## src/rtl/if_fetch_stage_pkg.sv

```systemverilog
// Shared definitions for the instruction-fetch stage: FSM state encoding,
// default reset PC / bubble instruction, and a PC word-alignment helper.
package if_fetch_stage_pkg;

  typedef enum logic [1:0] {
    S_REQ   = 2'd0,  // request outstanding on the bus (imem_req=1)
    S_WAIT  = 2'd1,  // granted, waiting for rvalid
    S_HOLD  = 2'd2,  // response captured in skid buffer, decode stalled
    S_DRAIN = 2'd3   // granted request was killed by flush; swallow its response
  } fetch_state_e;

  localparam logic [31:0] RESET_PC_DEFAULT = 32'h0000_0000;
  localparam logic [31:0] NOP_INST_DEFAULT = 32'h0000_0013;  // addi x0,x0,0

  function automatic logic [31:0] word_align(input logic [31:0] addr);
    return {addr[31:2], 2'b00};
  endfunction

endpackage

```

## src/rtl/if_fetch_stage_if_id.sv

```systemverilog
// IF/ID pipeline register.
// Priority: flush (clear to bubble, pc=0) > stall (hold) > load > bubble.
// Ports:
//   clk, rst           clock, synchronous active-high reset
//   flush_i, stall_i   hazard/branch controls
//   load_i             an instruction is transferred in this cycle
//   load_pc_i/inst_i   PC and instruction word to load
//   pc_o/inst_o/valid_o registered IF/ID contents
module if_id_reg
  import if_fetch_stage_pkg::*;
#(
  parameter logic [31:0] NOP_INST = NOP_INST_DEFAULT
) (
  input  logic        clk,
  input  logic        rst,
  input  logic        flush_i,
  input  logic        stall_i,
  input  logic        load_i,
  input  logic [31:0] load_pc_i,
  input  logic [31:0] load_inst_i,
  output logic [31:0] pc_o,
  output logic [31:0] inst_o,
  output logic        valid_o
);

  logic [31:0] pc_q,    pc_d;
  logic [31:0] inst_q,  inst_d;
  logic        valid_q, valid_d;

  always_comb begin
    pc_d    = pc_q;
    inst_d  = inst_q;
    valid_d = valid_q;
    if (flush_i) begin
      pc_d    = '0;
      inst_d  = NOP_INST;
      valid_d = 1'b0;
    end else if (stall_i) begin
      // hold all fields
    end else if (load_i) begin
      pc_d    = load_pc_i;
      inst_d  = load_inst_i;
      valid_d = 1'b1;
    end else begin
      // bubble keeps the last pc; only valid/inst are cleared
      inst_d  = NOP_INST;
      valid_d = 1'b0;
    end
  end

  always_ff @(posedge clk) begin
    if (rst) begin
      pc_q    <= '0;
      inst_q  <= NOP_INST;
      valid_q <= 1'b0;
    end else begin
      pc_q    <= pc_d;
      inst_q  <= inst_d;
      valid_q <= valid_d;
    end
  end

  assign pc_o    = pc_q;
  assign inst_o  = inst_q;
  assign valid_o = valid_q;

endmodule

```

## src/rtl/if_fetch_stage.sv

```systemverilog
// Instruction-fetch stage: PC register, single-outstanding imem
// req/gnt/rvalid handshake, one-entry skid buffer for responses that arrive
// while decode is stalled, and the IF/ID register.
// Ports:
//   clk, rst                  clock, synchronous active-high reset
//   npc_i, pc_o               next-PC in, current PC out
//   stall, flush              hazard / redirect controls
//   imem_req/addr/gnt         request channel (addr == pc_o)
//   imem_rvalid/rdata         response channel
//   if_id_pc/inst/valid       IF/ID register contents
//   fetch_busy                no instruction delivered this cycle
module if_fetch_stage
  import if_fetch_stage_pkg::*;
#(
  parameter logic [31:0] RESET_PC = RESET_PC_DEFAULT,
  parameter logic [31:0] NOP_INST = NOP_INST_DEFAULT
) (
  input  logic        clk,
  input  logic        rst,
  input  logic [31:0] npc_i,
  input  logic        stall,
  input  logic        flush,
  output logic [31:0] pc_o,
  output logic        imem_req,
  output logic [31:0] imem_addr,
  input  logic        imem_gnt,
  input  logic        imem_rvalid,
  input  logic [31:0] imem_rdata,
  output logic [31:0] if_id_pc,
  output logic [31:0] if_id_inst,
  output logic        if_id_valid,
  output logic        fetch_busy
);

  fetch_state_e state_q, state_d;
  logic [31:0]  pc_q,    pc_d;
  logic [31:0]  skid_q,  skid_d;
  logic         advance;
  logic [31:0]  adv_inst;

  always_comb begin
    state_d  = state_q;
    pc_d     = pc_q;
    skid_d   = skid_q;
    advance  = 1'b0;
    adv_inst = imem_rdata;
    unique case (state_q)
      S_REQ: begin
        if (flush) begin
          pc_d = word_align(npc_i);
          // a request granted in the flush cycle still returns data; drain it
          if (imem_gnt) state_d = S_DRAIN;
        end else if (imem_gnt) begin
          state_d = S_WAIT;
        end
      end
      S_WAIT: begin
        if (flush) begin
          pc_d    = word_align(npc_i);
          state_d = imem_rvalid ? S_REQ : S_DRAIN;
        end else if (imem_rvalid) begin
          if (!stall) begin
            advance = 1'b1;
            pc_d    = word_align(npc_i);
            state_d = S_REQ;
          end else begin
            skid_d  = imem_rdata;
            state_d = S_HOLD;
          end
        end
      end
      S_HOLD: begin
        if (flush) begin
          pc_d    = word_align(npc_i);
          state_d = S_REQ;
        end else if (!stall) begin
          advance  = 1'b1;
          adv_inst = skid_q;
          pc_d     = word_align(npc_i);
          state_d  = S_REQ;
        end
      end
      S_DRAIN: begin
        if (flush) pc_d = word_align(npc_i);
        if (imem_rvalid) state_d = S_REQ;
      end
      default: state_d = S_REQ;
    endcase
  end

  always_ff @(posedge clk) begin
    if (rst) begin
      state_q <= S_REQ;
      pc_q    <= RESET_PC;
      skid_q  <= '0;
    end else begin
      state_q <= state_d;
      pc_q    <= pc_d;
      skid_q  <= skid_d;
    end
  end

  assign pc_o       = pc_q;
  assign imem_addr  = pc_q;
  assign imem_req   = (state_q == S_REQ) && !rst;
  assign fetch_busy = !advance && !stall;

  if_id_reg #(
    .NOP_INST(NOP_INST)
  ) u_if_id_reg (
    .clk        (clk),
    .rst        (rst),
    .flush_i    (flush),
    .stall_i    (stall),
    .load_i     (advance),
    .load_pc_i  (pc_q),
    .load_inst_i(adv_inst),
    .pc_o       (if_id_pc),
    .inst_o     (if_id_inst),
    .valid_o    (if_id_valid)
  );

endmodule

```

## config.mk

```make
export PLATFORM = sky130hd
export DESIGN_NAME = if_fetch_stage
export DESIGN_NICKNAME = d
export VERILOG_FILES = /design/src/rtl/if_fetch_stage_pkg.sv /design/src/rtl/if_fetch_stage_if_id.sv /design/src/rtl/if_fetch_stage.sv
export SDC_FILE = /design/constraint.sdc
export NUM_CORES = 1
export LEC_CHECK = 0
export BUFFER_PORTS_ARGS = -buffer_cell sky130_fd_sc_hd__buf_2
export CORE_ASPECT_RATIO = 0.5
export CORE_UTILIZATION = 49
export CTS_CLUSTER_DIAMETER = 60
export DETAILED_ROUTE_END_ITERATION = 12
export PLACE_DENSITY = 0.78
export SYNTH_ARGS = -nofsm -noshare
export SYNTH_HDL_FRONTEND = slang
export SYNTH_SLANG_ARGS = --single-unit
export TNS_END_PERCENT = 30
```

## constraint.sdc

```tcl
create_clock -name clk -period 2.1 [get_ports clk]
set_input_delay 0.42 -clock clk [delete_from_list [all_inputs] [get_ports clk]]
set_output_delay 0.42 -clock clk [all_outputs]
set_load 0.05 [all_outputs]
```

==> results.md, run 1 <==
- Run status: completed
- Core Util, Final: about two thirds
- Net Sw Frac: between 30% and 40%
- CTS tree: built
- Cell Area, Synth: 0.00524 sq mm
- Layout cells sized above 1: 34.2%
- Critical Path Start Type: flip-flop
- TritonCTS Buffers: 17
- Final slew viol count: 0
- Register area share after synthesis: between 40% and 50%
- Io pins: between 200 and 250
- Fmax: between 400 and 500 MHz
- Final setup violation count: 0
- Area after DPL: between 0.006 and 0.007 sq mm
- HP Class: primary input to flip-flop
- Crit path DAT: about 1.7 ns
- Number of H-tree levels: 4
- Area growth syn-to-layout: 30.0%
- Tot GR Track Use: approximately a quarter
- Number of global-route vias before repair: 4501
- Clock Latency Late Sink: around 0.40 ns
- Global-route wire length before repair: ~21000 um
- Final instance area: just under 0.007 sq mm
- Clk sinks: 127
- Pwr/cell area: between 1000 and 1500 mW/mm^2
- WL per Instance: ~15 um
- Vert. Die Dim: around 75 um
- Worst-path clk slew: 0.06 ns
- PortBufs: roughly 190
- Setup TNS: 0 ns
- Nets: 852
- Bufs on Longest Clock Path: 2
- Largest net degree at the start of global routing: between 40 and 50
- Reg2Reg Launch Point: state_q[0]$_SDFFE_PP0P_
- Clock share of power: between 30% and 40%
- Die area: between 0.01 and 0.015 sq mm
- Routability cong.: 0.758
- Power Total: 8.04 mW
- CP endpoint: fetch_busy
- Clock period minus worst slack: just over 2 ns
- Reg-to-reg slack, setup: 0.26 ns
- P_sw: around 2.8 mW
- Worst Path Required: about 1.7 ns
- Final setup margin: 0.0331 ns
- Post-route ant nets: 0
- P_int: 5.27 mW
- Flops & latches, synth: roughly 130
- Die W: approximately 150 um
- Final wirelength: about 14000 um
- DR DRC count: 0
- Pleak: 2.97 nW
- Number of DRC markers in iteration 0: 290
- Worst slack, placed: about 0.23 ns
- Cells after Synth: around 620
- Vias per cell: ~5.2
- Reg power frac: around a third
- Count of cell types in the netlist: 30
- Grt ovf: 0
- R2R Path End: u_if_id_reg.inst_o[28]$_SDFFE_PP0N_
- Clk_skew: approximately 0.0084 ns
- Combinational power share: ~28%
- Drt pass-1 iters: 4
- Critical path capture point type: output pin
- Endpoints failing hold: 0
- Cells on worst reg2reg path: 8
- Initial antenna violation count: 0
- Max cap viols: 0
- Max rail drop VDD: 0.000666 V
- Yosys warnings: 0
- CTS root buffer: clkbuf_16
- HPWL after detailed placement: around 8700 um
- Worst setup startpoint: state_q[0]$_SDFFE_PP0P_
- Vias post-DR: slightly below 5000
- Mapped Avg Cell Area: 8.41 sq um
- Critical path type: flip-flop to output pin
- Placement Rows: 26
- Crit share post-route: roughly 98%
- Max FO, Critical Path: 3
- Core ar.: 0.0103 sq mm
- Antenna Cells: 0
- Initial Util: slightly above 50%
- RSZ-0062 raised after global routing: true
[worst max-delay path, cell delays in order (launching register included)]
cell	delay [ns]
dfxtp_2	0.34
buf_6	0.12
ha_4	0.15
a21oi_2	0.14
nand2b_4	0.15
nor2_4	0.04
nor2_2	0.13
buf_6	0.17
[synth_stat cells]
| cell | number | area share, % |
|---|---|---|
| or2_2 | 2 | 0.24 |
| nand2b_1 | 3 | 0.36 |
| nand3_1 | 30 | 2.9 |
| nand2_1 | 187 | 13 |
| nor2b_4 | 1 | 0.26 |
| ha_1 | 5 | 1.2 |
| buf_4 | 36 | 5.2 |
| clkbuf_1 | 23 | 1.6 |
| a31oi_1 | 3 | 0.36 |
| nand3b_1 | 1 | 0.14 |
| a21o_1 | 1 | 0.14 |
| nor4b_1 | 1 | 0.17 |
| and2b_1 | 1 | 0.14 |
| o41ai_2 | 7 | 2.2 |
| conb_1 | 1 | 0.072 |
| nand4b_1 | 1 | 0.17 |
| nor3_1 | 1 | 0.095 |
| inv_1 | 4 | 0.29 |
| buf_2 | 25 | 2.4 |
| nor3b_1 | 3 | 0.43 |
| and4b_1 | 1 | 0.19 |
| a211oi_1 | 2 | 0.29 |
| nor2_1 | 4 | 0.29 |
| nand4bb_1 | 1 | 0.21 |
| dfxtp_1 | 127 | 49 |
| mux2i_1 | 32 | 6.1 |
| o31ai_1 | 22 | 3.2 |
| o22ai_1 | 1 | 0.12 |
| a21oi_1 | 96 | 9.2 |
| buf_6 | 1 | 0.21 |
[placed cells by master, fill, tap and decap left out, types with 6 or more instances in the layout]
cell type and instances:
conb_1 6, dfxtp_1 125, o41ai_2 7, nand3_1 30, o31ai_1 22, a21oi_1 94
clkbuf_16 17, nand2_1 187, mux2i_1 32, buf_4 20, buf_2 191
[how the worst min path moves through the flow]
stage                                            from                           endpoint  slack (ns)  depth (start not counted)
detailed placement   u_if_id_reg.pc_o[3]$_SDFFE_PP0P_   u_if_id_reg.pc_o[3]$_SDFFE_PP0P_        0.45                          2
global route                                npc_i[15]         imem_addr[15]$_SDFFE_PP0P_        0.25                          3
finish                                      npc_i[14]         imem_addr[14]$_SDFFE_PP0P_        0.26                          3
CTS                                         npc_i[14]         imem_addr[14]$_SDFFE_PP0P_        0.25                          3
global placement    u_if_id_reg.pc_o[23]$_SDFFE_PP0P_  u_if_id_reg.pc_o[23]$_SDFFE_PP0P_        0.44                          2
floorplan                      skid_q[0]$_SDFFE_PP0P_             skid_q[0]$_SDFFE_PP0P_        0.44                          2
[power by group through the flow]
stage	registers (mW)	logic [mW]	clock network [mW]
floorplan	3.06	1.37	0
global placement	2.72	2.07	0
detailed placement	2.73	2.11	0
CTS	2.68	2.18	3.15
global route	2.72	2.40	3.25
finish	2.70	2.25	3.10
[registers in the layout, summed over array words and instances, names as in the netlist]
register,flops
state_q,2
u_if_id_reg.valid_o,1
u_if_id_reg.inst_o,32
u_if_id_reg.pc_o,30
skid_q,32
imem_addr,30
[cells by family (layout without fill, tap and decap cells)]
logic type                 Yosys count  in the layout  share of synthesized area, %
other                                1              6                        0.0716
and+or+nand+nor                    237            237                          19.0
muxes                               32             32                          6.12
AOI/OAI and AO/OA                  132            132                          15.4
DFF                                127            127                          48.5
adders and majority gates            5              5                          1.19
buffers and inverters               89            251                          9.70
[metal layers]
metal	GRT usage, %	wire length (um)	up-vias
met5	0	0	-
met3	5.27	717	14
met4	10.7	140	0
li1	-	-	2360
met2	44.4	6860	150
met1	27.9	5930	2280
[timing repair]
action | CTS | global route
pin swaps | 0 | 3
gates cloned | 0 | 0
gates resized for setup | 10 | 7
hold buffers | 0 | 0
buffers inserted | 2 | 3
endpoints found under the setup margin | 1 | 1
[area by class of cell]
type	instances	area [sq um]
Clock buffer	18	439
Clock inverter	14	189
Fill cell	885	3500
Inverter	4	17.5
Multi-Input combinational cell	412	2270
Sequential cell	127	2550
Tap cell	140	175
Timing Repair Buffer	215	1170
[through the flow]
step | instances | hold WS [ns]
2_1_floorplan | 628 | 0.436
3_3_place_gp | 893 | 0.440
3_5_place_dp | 893 | 0.446
4_1_cts | 927 | 0.247
5_1_grt | 930 | 0.254
6_report | 930 | 0.257
Power figures use the tool's default switching activity.
==> inputs of run 2 (changes only) <==
--- a/config.mk
+++ b/config.mk
@@ -6,11 +6,14 @@
 export NUM_CORES = 1
 export LEC_CHECK = 0
 export BUFFER_PORTS_ARGS = -buffer_cell sky130_fd_sc_hd__buf_2
+export CELL_PAD_IN_SITES_DETAIL_PLACEMENT = 0
+export CELL_PAD_IN_SITES_GLOBAL_PLACEMENT = 2
 export CORE_ASPECT_RATIO = 0.5
-export CORE_UTILIZATION = 49
+export CORE_UTILIZATION = 27
 export CTS_CLUSTER_DIAMETER = 60
 export DETAILED_ROUTE_END_ITERATION = 12
-export PLACE_DENSITY = 0.78
+export PLACE_DENSITY = 0.77
+export SKIP_CTS_REPAIR_TIMING = 1
 export SYNTH_ARGS = -nofsm -noshare
 export SYNTH_HDL_FRONTEND = slang
 export SYNTH_SLANG_ARGS = --single-unit
==> results.md, run 2 (synthesized netlist as in run 1, its figures left out) <==
- Critical Path Start Type: flip-flop (unchanged)
- Vias post-DR: 4664 (was 4804)
- Io pins: 201 (unchanged)
- Pleak: 2.96 nW (was 2.97 nW)
- Global-route wire length before repair: 22900 um (was 21000 um)
- Reg power frac: 33.7% (was 33.5%)
- Endpoints failing hold: 0 (unchanged)
- Die W: 199 um (was 148 um)
- Final slew viol count: 0 (unchanged)
- Final setup violation count: 0 (unchanged)
- Crit path DAT: 1.64 ns (was 1.65 ns)
- Pwr/cell area: 1160 mW/mm^2 (was 1180 mW/mm^2)
- Reg2Reg Launch Point: state_q[0]$_SDFFE_PP0P_ (unchanged)
- Post-route ant nets: 0 (unchanged)
- TritonCTS Buffers: 17 (unchanged)
- Hold path startpoint: npc_i[26] (was npc_i[14])
- Die area: 0.0200 sq mm (was 0.0111 sq mm)
- Worst Path Required: 1.68 ns (about the same)
- Worst-path clk slew: 0.06 ns (about the same)
- Clock period minus worst slack: 2.06 ns (was 2.07 ns)
- Core ar.: 0.0187 sq mm (was 0.0103 sq mm)
- RSZ-0062 raised after global routing: true (unchanged)
- Run status: completed (unchanged)
- Nets: 850 (was 852)
- Number of DRC markers in iteration 0: 114 (was 290)
- Relative slew slack: about two thirds
- Clk_skew: 0.00630 ns (was 0.00840 ns)
- Bufs on Longest Clock Path: 2 (unchanged)
- Clk sinks: 127 (unchanged)
- Min Hold Slack: 0.252 ns (was 0.257 ns)
- Worst slack, placed: 0.269 ns (was 0.225 ns)
- WL per Instance: 14.7 um (about the same)
- Fmax: 485 MHz (was 484 MHz)
- Number of H-tree levels: 4 (unchanged)
- HP Class: primary input to flip-flop (unchanged)
- DR DRC count: 0 (unchanged)
- Grt ovf: 0 (unchanged)
- Setup TNS: 0 ns (unchanged)
- Number of global-route vias before repair: 4193 (was 4501)
- Clock share of power: 37.9% (was 38.5%)
- P_int: 5.24 mW (was 5.27 mW)
- Clock Latency Late Sink: 0.41 ns (was 0.40 ns)
- Initial antenna violation count: 1 (was 0)
- PortBufs: 192 (unchanged)
- Area after DPL: 0.00622 sq mm (was 0.00607 sq mm)
- Largest net degree at the start of global routing: 41 (unchanged)
- Crit share post-route: 98.2% (was 98.4%)
- HPWL after detailed placement: 9820 um (was 8680 um)
- Most common cell after layout, fill and taps aside: buf_2 (unchanged)
- Net Sw Frac: 34.7% (was 34.4%)
- Vert. Die Dim: 100 um (was 75.1 um)
- Max rail drop VDD: 0.000560 V (was 0.000666 V)
- Routability cong.: 0.730 (was 0.758)
- CTS tree: built (unchanged)
- Area growth syn-to-layout: 32.3% (was 30.0%)
- Final wirelength: 15400 um (was 13600 um)
- Tot GR Track Use: 15.1% (was 24.2%)
- Slew @ Worst Pin: around 0.5 ns
- Drt pass-1 iters: 4 (unchanged)
- Layout cells sized above 1: 33.7% (was 34.2%)
- Final instance area: 0.00693 sq mm (was 0.00681 sq mm)
- Critical path capture point type: output pin (unchanged)
- CTS root buffer: clkbuf_16 (unchanged)
- Vias per cell: 4.45 (was 5.17)
- Commonest non-fill, non-tap cells in the layout: buf_2 (191), nand2_1 (187), dfxtp_1 (125) (unchanged)
- Critical path type: flip-flop to output pin (unchanged)
- Combinational power share: 28.4% (was 28.0%)
- Max cap viols: 0 (unchanged)
- Initial Util: 28.0% (was 50.8%)
- Placement Rows: 35 (was 26)
- Max FO, Critical Path: 4 (was 3)
- Final setup margin: 0.0385 ns (was 0.0331 ns)
- Worst setup startpoint: state_q[0]$_SDFFE_PP0P_ (unchanged)
- P_sw: 2.79 mW (was 2.77 mW)
## run 2: final timing paths
path	endpoint	slack (ns)	cells past startpoint
hold reg to reg	u_if_id_reg.pc_o[9]$_SDFFE_PP0P_	0.45	2
setup reg to reg	u_if_id_reg.inst_o[28]$_SDFFE_PP0N_	0.18	9
hold / removal	imem_addr[26]$_SDFFE_PP0P_	0.25	3
setup / recovery	fetch_busy	0.04	7
## run 2: stage by stage
| step | util (%) | std cells | power (mW) |
|---|---|---|---|
| detailed placement | 33.3 | 1011 | 4.92 |
| global route | 37.1 | 1047 | 8.42 |
| finish | 37.1 | 1047 | 8.03 |
| floorplan | - | 628 | 4.44 |
| global placement | 33.3 | 1011 | 4.92 |
| CTS | 36.5 | 1042 | 8.01 |
## run 2: cell type report
type	count	area (sq um)
fill	1976	11800
sequential	127	2550
multi-input combinational	412	2270
timing repair buffer	213	1160
clock buffer	19	433
tap	259	324
clock inverter	12	169
inverter	4	20.0
antenna	1	2.50
## run 2: power groups by stage
stage	Combinational, mW	Clock (mW)	Sequential [mW]
after floorplan	1.37	0	3.06
after global placement	2.19	0	2.73
after global routing	2.44	3.25	2.73
after CTS	2.19	3.14	2.68
final	2.28	3.04	2.71
after detailed placement	2.19	0	2.73
## run 2: critical path: stages, from the launching register on
cell	delay [ns]
dfxtp_4	0.38
inv_4	0.06
ha_4	0.25
nor2b_4	0.16
nand2b_4	0.07
nor2_4	0.11
nor2_2	0.05
buf_6	0.15
## run 2: per-layer routing
layer	global-route usage [%]	part of all wire [%]
met5	0	0
met4	5.74	0.71
met3	3.65	4.2
met2	24.9	48
met1	19.2	47
==> inputs of run 3 (changes only) <==
--- a/config.mk
+++ b/config.mk
@@ -9,6 +9,7 @@
 export CELL_PAD_IN_SITES_DETAIL_PLACEMENT = 0
 export CELL_PAD_IN_SITES_GLOBAL_PLACEMENT = 2
 export CORE_ASPECT_RATIO = 0.5
+export CORE_MARGIN = 4
 export CORE_UTILIZATION = 27
 export CTS_CLUSTER_DIAMETER = 60
 export DETAILED_ROUTE_END_ITERATION = 12
==> results.md, run 3 (synthesized netlist as in run 1, its figures left out) <==
- Crit path DAT: 1.64 ns (about the same)
- R2R Path End: state_q[0]$_SDFFE_PP0P_ (was u_if_id_reg.inst_o[28]$_SDFFE_PP0N_)
- Vias per cell: 4.47 (was 4.45)
- Critical Path Start Type: flip-flop (unchanged)
- Clk_skew: 0.00697 ns (was 0.00630 ns)
- Layout cells sized above 1: 34.1% (was 33.7%)
- Global-route wire length before repair: 25500 um (was 22900 um)
- Tot GR Track Use: 14.9% (was 15.1%)
- Vias post-DR: 4685 (was 4664)
- Area growth syn-to-layout: 32.6% (was 32.3%)
- Fmax: 485 MHz (about the same)
- Most common cell after layout, fill and taps aside: buf_2 (unchanged)
- Number of DRC markers in iteration 0: 154 (was 114)
- Antenna Cells: 0 (was 1)
- Core Util, Final: 37.1% (about the same)
- Fill count: 1968 (was 1976)
- Finished Layout Cells: 1049 (was 1047)
- CTS tree: built (unchanged)
- Delay of the slowest critical-path stage: 0.38 ns (about the same)
- HP Class: primary input to flip-flop (unchanged)
- Max cap viols: 0 (unchanged)
- Clk sinks: 127 (unchanged)
- Final wirelength: 16500 um (was 15400 um)
- CP max stage cell: dfxtp_4 (unchanged)
- PortBufs: 192 (unchanged)
- HPWL after detailed placement: 10900 um (was 9820 um)
- WL per Instance: 15.7 um (was 14.7 um)
- Worst setup startpoint: state_q[0]$_SDFFE_PP0P_ (unchanged)
- Area of the multi-input gates: 0.00226 sq mm (was 0.00227 sq mm)
- Die W: 205 um (was 199 um)
- Worst Path Required: 1.68 ns (about the same)
- Post-route ant nets: 0 (unchanged)
- Pwr/cell area: 1160 mW/mm^2 (about the same)
- Reg-to-reg slack, setup: 0.36 ns (was 0.18 ns)
- Die area: 0.0218 sq mm (was 0.0200 sq mm)
- Clock period minus worst slack: 2.06 ns (about the same)
- CTS root buffer: clkbuf_16 (unchanged)
- Worst slack, placed: 0.248 ns (was 0.269 ns)
- DR DRC count: 0 (unchanged)
- Crit share post-route: 98.2% (about the same)
- Number of global-route vias before repair: 4505 (was 4193)
- Max rail drop VDD: 0.000536 V (was 0.000560 V)
- Commonest non-fill, non-tap cells in the layout: buf_2 (191), nand2_1 (187), dfxtp_1 (125) (unchanged)
- Cells on worst reg2reg path: 7 (was 9)
- TritonCTS Buffers: 17 (unchanged)
- Grt ovf: 0 (unchanged)
- Storage cell area: 0.00255 sq mm (about the same)
- Final slew viol count: 0 (unchanged)
- Pleak: 2.98 nW (was 2.96 nW)
- Power Total: 8.06 mW (was 8.03 mW)
- Io pins: 201 (unchanged)
- Final setup margin: 0.0371 ns (was 0.0385 ns)
- Placement Rows: 35 (unchanged)
- Drt pass-1 iters: 4 (unchanged)
- CP endpoint: fetch_busy (unchanged)
- Critical path type: flip-flop to output pin (unchanged)
- Bufs on Longest Clock Path: 2 (unchanged)
- Number of H-tree levels: 4 (unchanged)
- Run status: completed (unchanged)
- Hold path startpoint: npc_i[16] (was npc_i[26])
- Initial Util: 28.0% (unchanged)
- Endpoints failing hold: 0 (unchanged)
- Final setup violation count: 0 (unchanged)
- Nets: 852 (was 850)
- Largest net degree at the start of global routing: 39 (was 41)
- Max FO, Critical Path: 4 (unchanged)
- CP cell instances: inv_4 -> ha_4 -> nor2b_4 -> nand2b_4 -> nor2_4 -> nor2_2 -> buf_6 (unchanged)
- Initial antenna violation count: 2 (was 1)
- Vert. Die Dim: 106 um (was 100 um)
- Core ar.: 0.0187 sq mm (unchanged)
- Worst-path clk slew: 0.06 ns (about the same)
- Reg2Reg Launch Point: state_q[1]$_SDFFE_PP0P_ (was state_q[0]$_SDFFE_PP0P_)
- Critical path capture point type: output pin (unchanged)
- Routability cong.: 0.759 (was 0.730)
- Clock Latency Late Sink: 0.41 ns (about the same)
- RSZ-0062 raised after global routing: true (unchanged)
- Dpl cells: 1014 (was 1011)
-- run 3: cell count changes in the layout (fill, tap and decap cells not counted), sizes merged --
cell      delta
clkbuf       +4
buf          +2
bufinv       -1
clkinv       -1
clkinvlp     -1
diode        -1
-- run 3: routing by layer --
metal / part of all wire (%) / global-route usage [%] / up-vias
met5: 0.19 / 0 / -
met4: 1.3 / 4.73 / 4
met3: 4.3 / 3.87 / 17
met1: 46 / 18.7 / 2215
met2: 48 / 25.2 / 91
li1: - / - / 2358
-- run 3: how the worst min path moves through the flow --
stage | cells after the start | end
after global routing | 3 | imem_addr[8]$_SDFFE_PP0P_
final | 3 | imem_addr[16]$_SDFFE_PP0P_
after floorplan | 2 | skid_q[0]$_SDFFE_PP0P_
after global placement | 2 | u_if_id_reg.pc_o[18]$_SDFFE_PP0P_
after CTS | 3 | imem_addr[9]$_SDFFE_PP0P_
after detailed placement | 2 | u_if_id_reg.pc_o[19]$_SDFFE_PP0P_
-- run 3: cell type report --
type	instances	share of cell area, %
Clock inverter	9	1.87
Inverter	4	0.252
Tap cell	259	4.67
Multi-Input combinational cell	412	32.6
Timing Repair Buffer	215	16.8
Sequential cell	127	36.7
Clock buffer	23	7.17
-- run 3: where the power goes --
part           internal [mW]  leakage, nW  switching [mW]
Clock                   2.03        0.309            1.09
Sequential              2.56         1.03           0.128
Combinational          0.675         1.64            1.58
-- run 3: stage by stage --
step                      hold slack [ns]  area, sq um  setup TNS (ns)
after global routing                0.234         6940         -0.0637
after global placement              0.441         6230               0
after CTS                           0.226         6860          -0.210
after detailed placement            0.444         6230               0
final                               0.251         6940               0
after floorplan                     0.436         5260               0
-- run 3: worst max-delay path, delay by kind of cell (launching register included) --
family	cells	cell delay, ns
adder cells (fa/ha/maj)	1	0.24
buffers and inverters	2	0.20
flip-flops	1	0.38
AND/OR/NAND/NOR	4	0.40
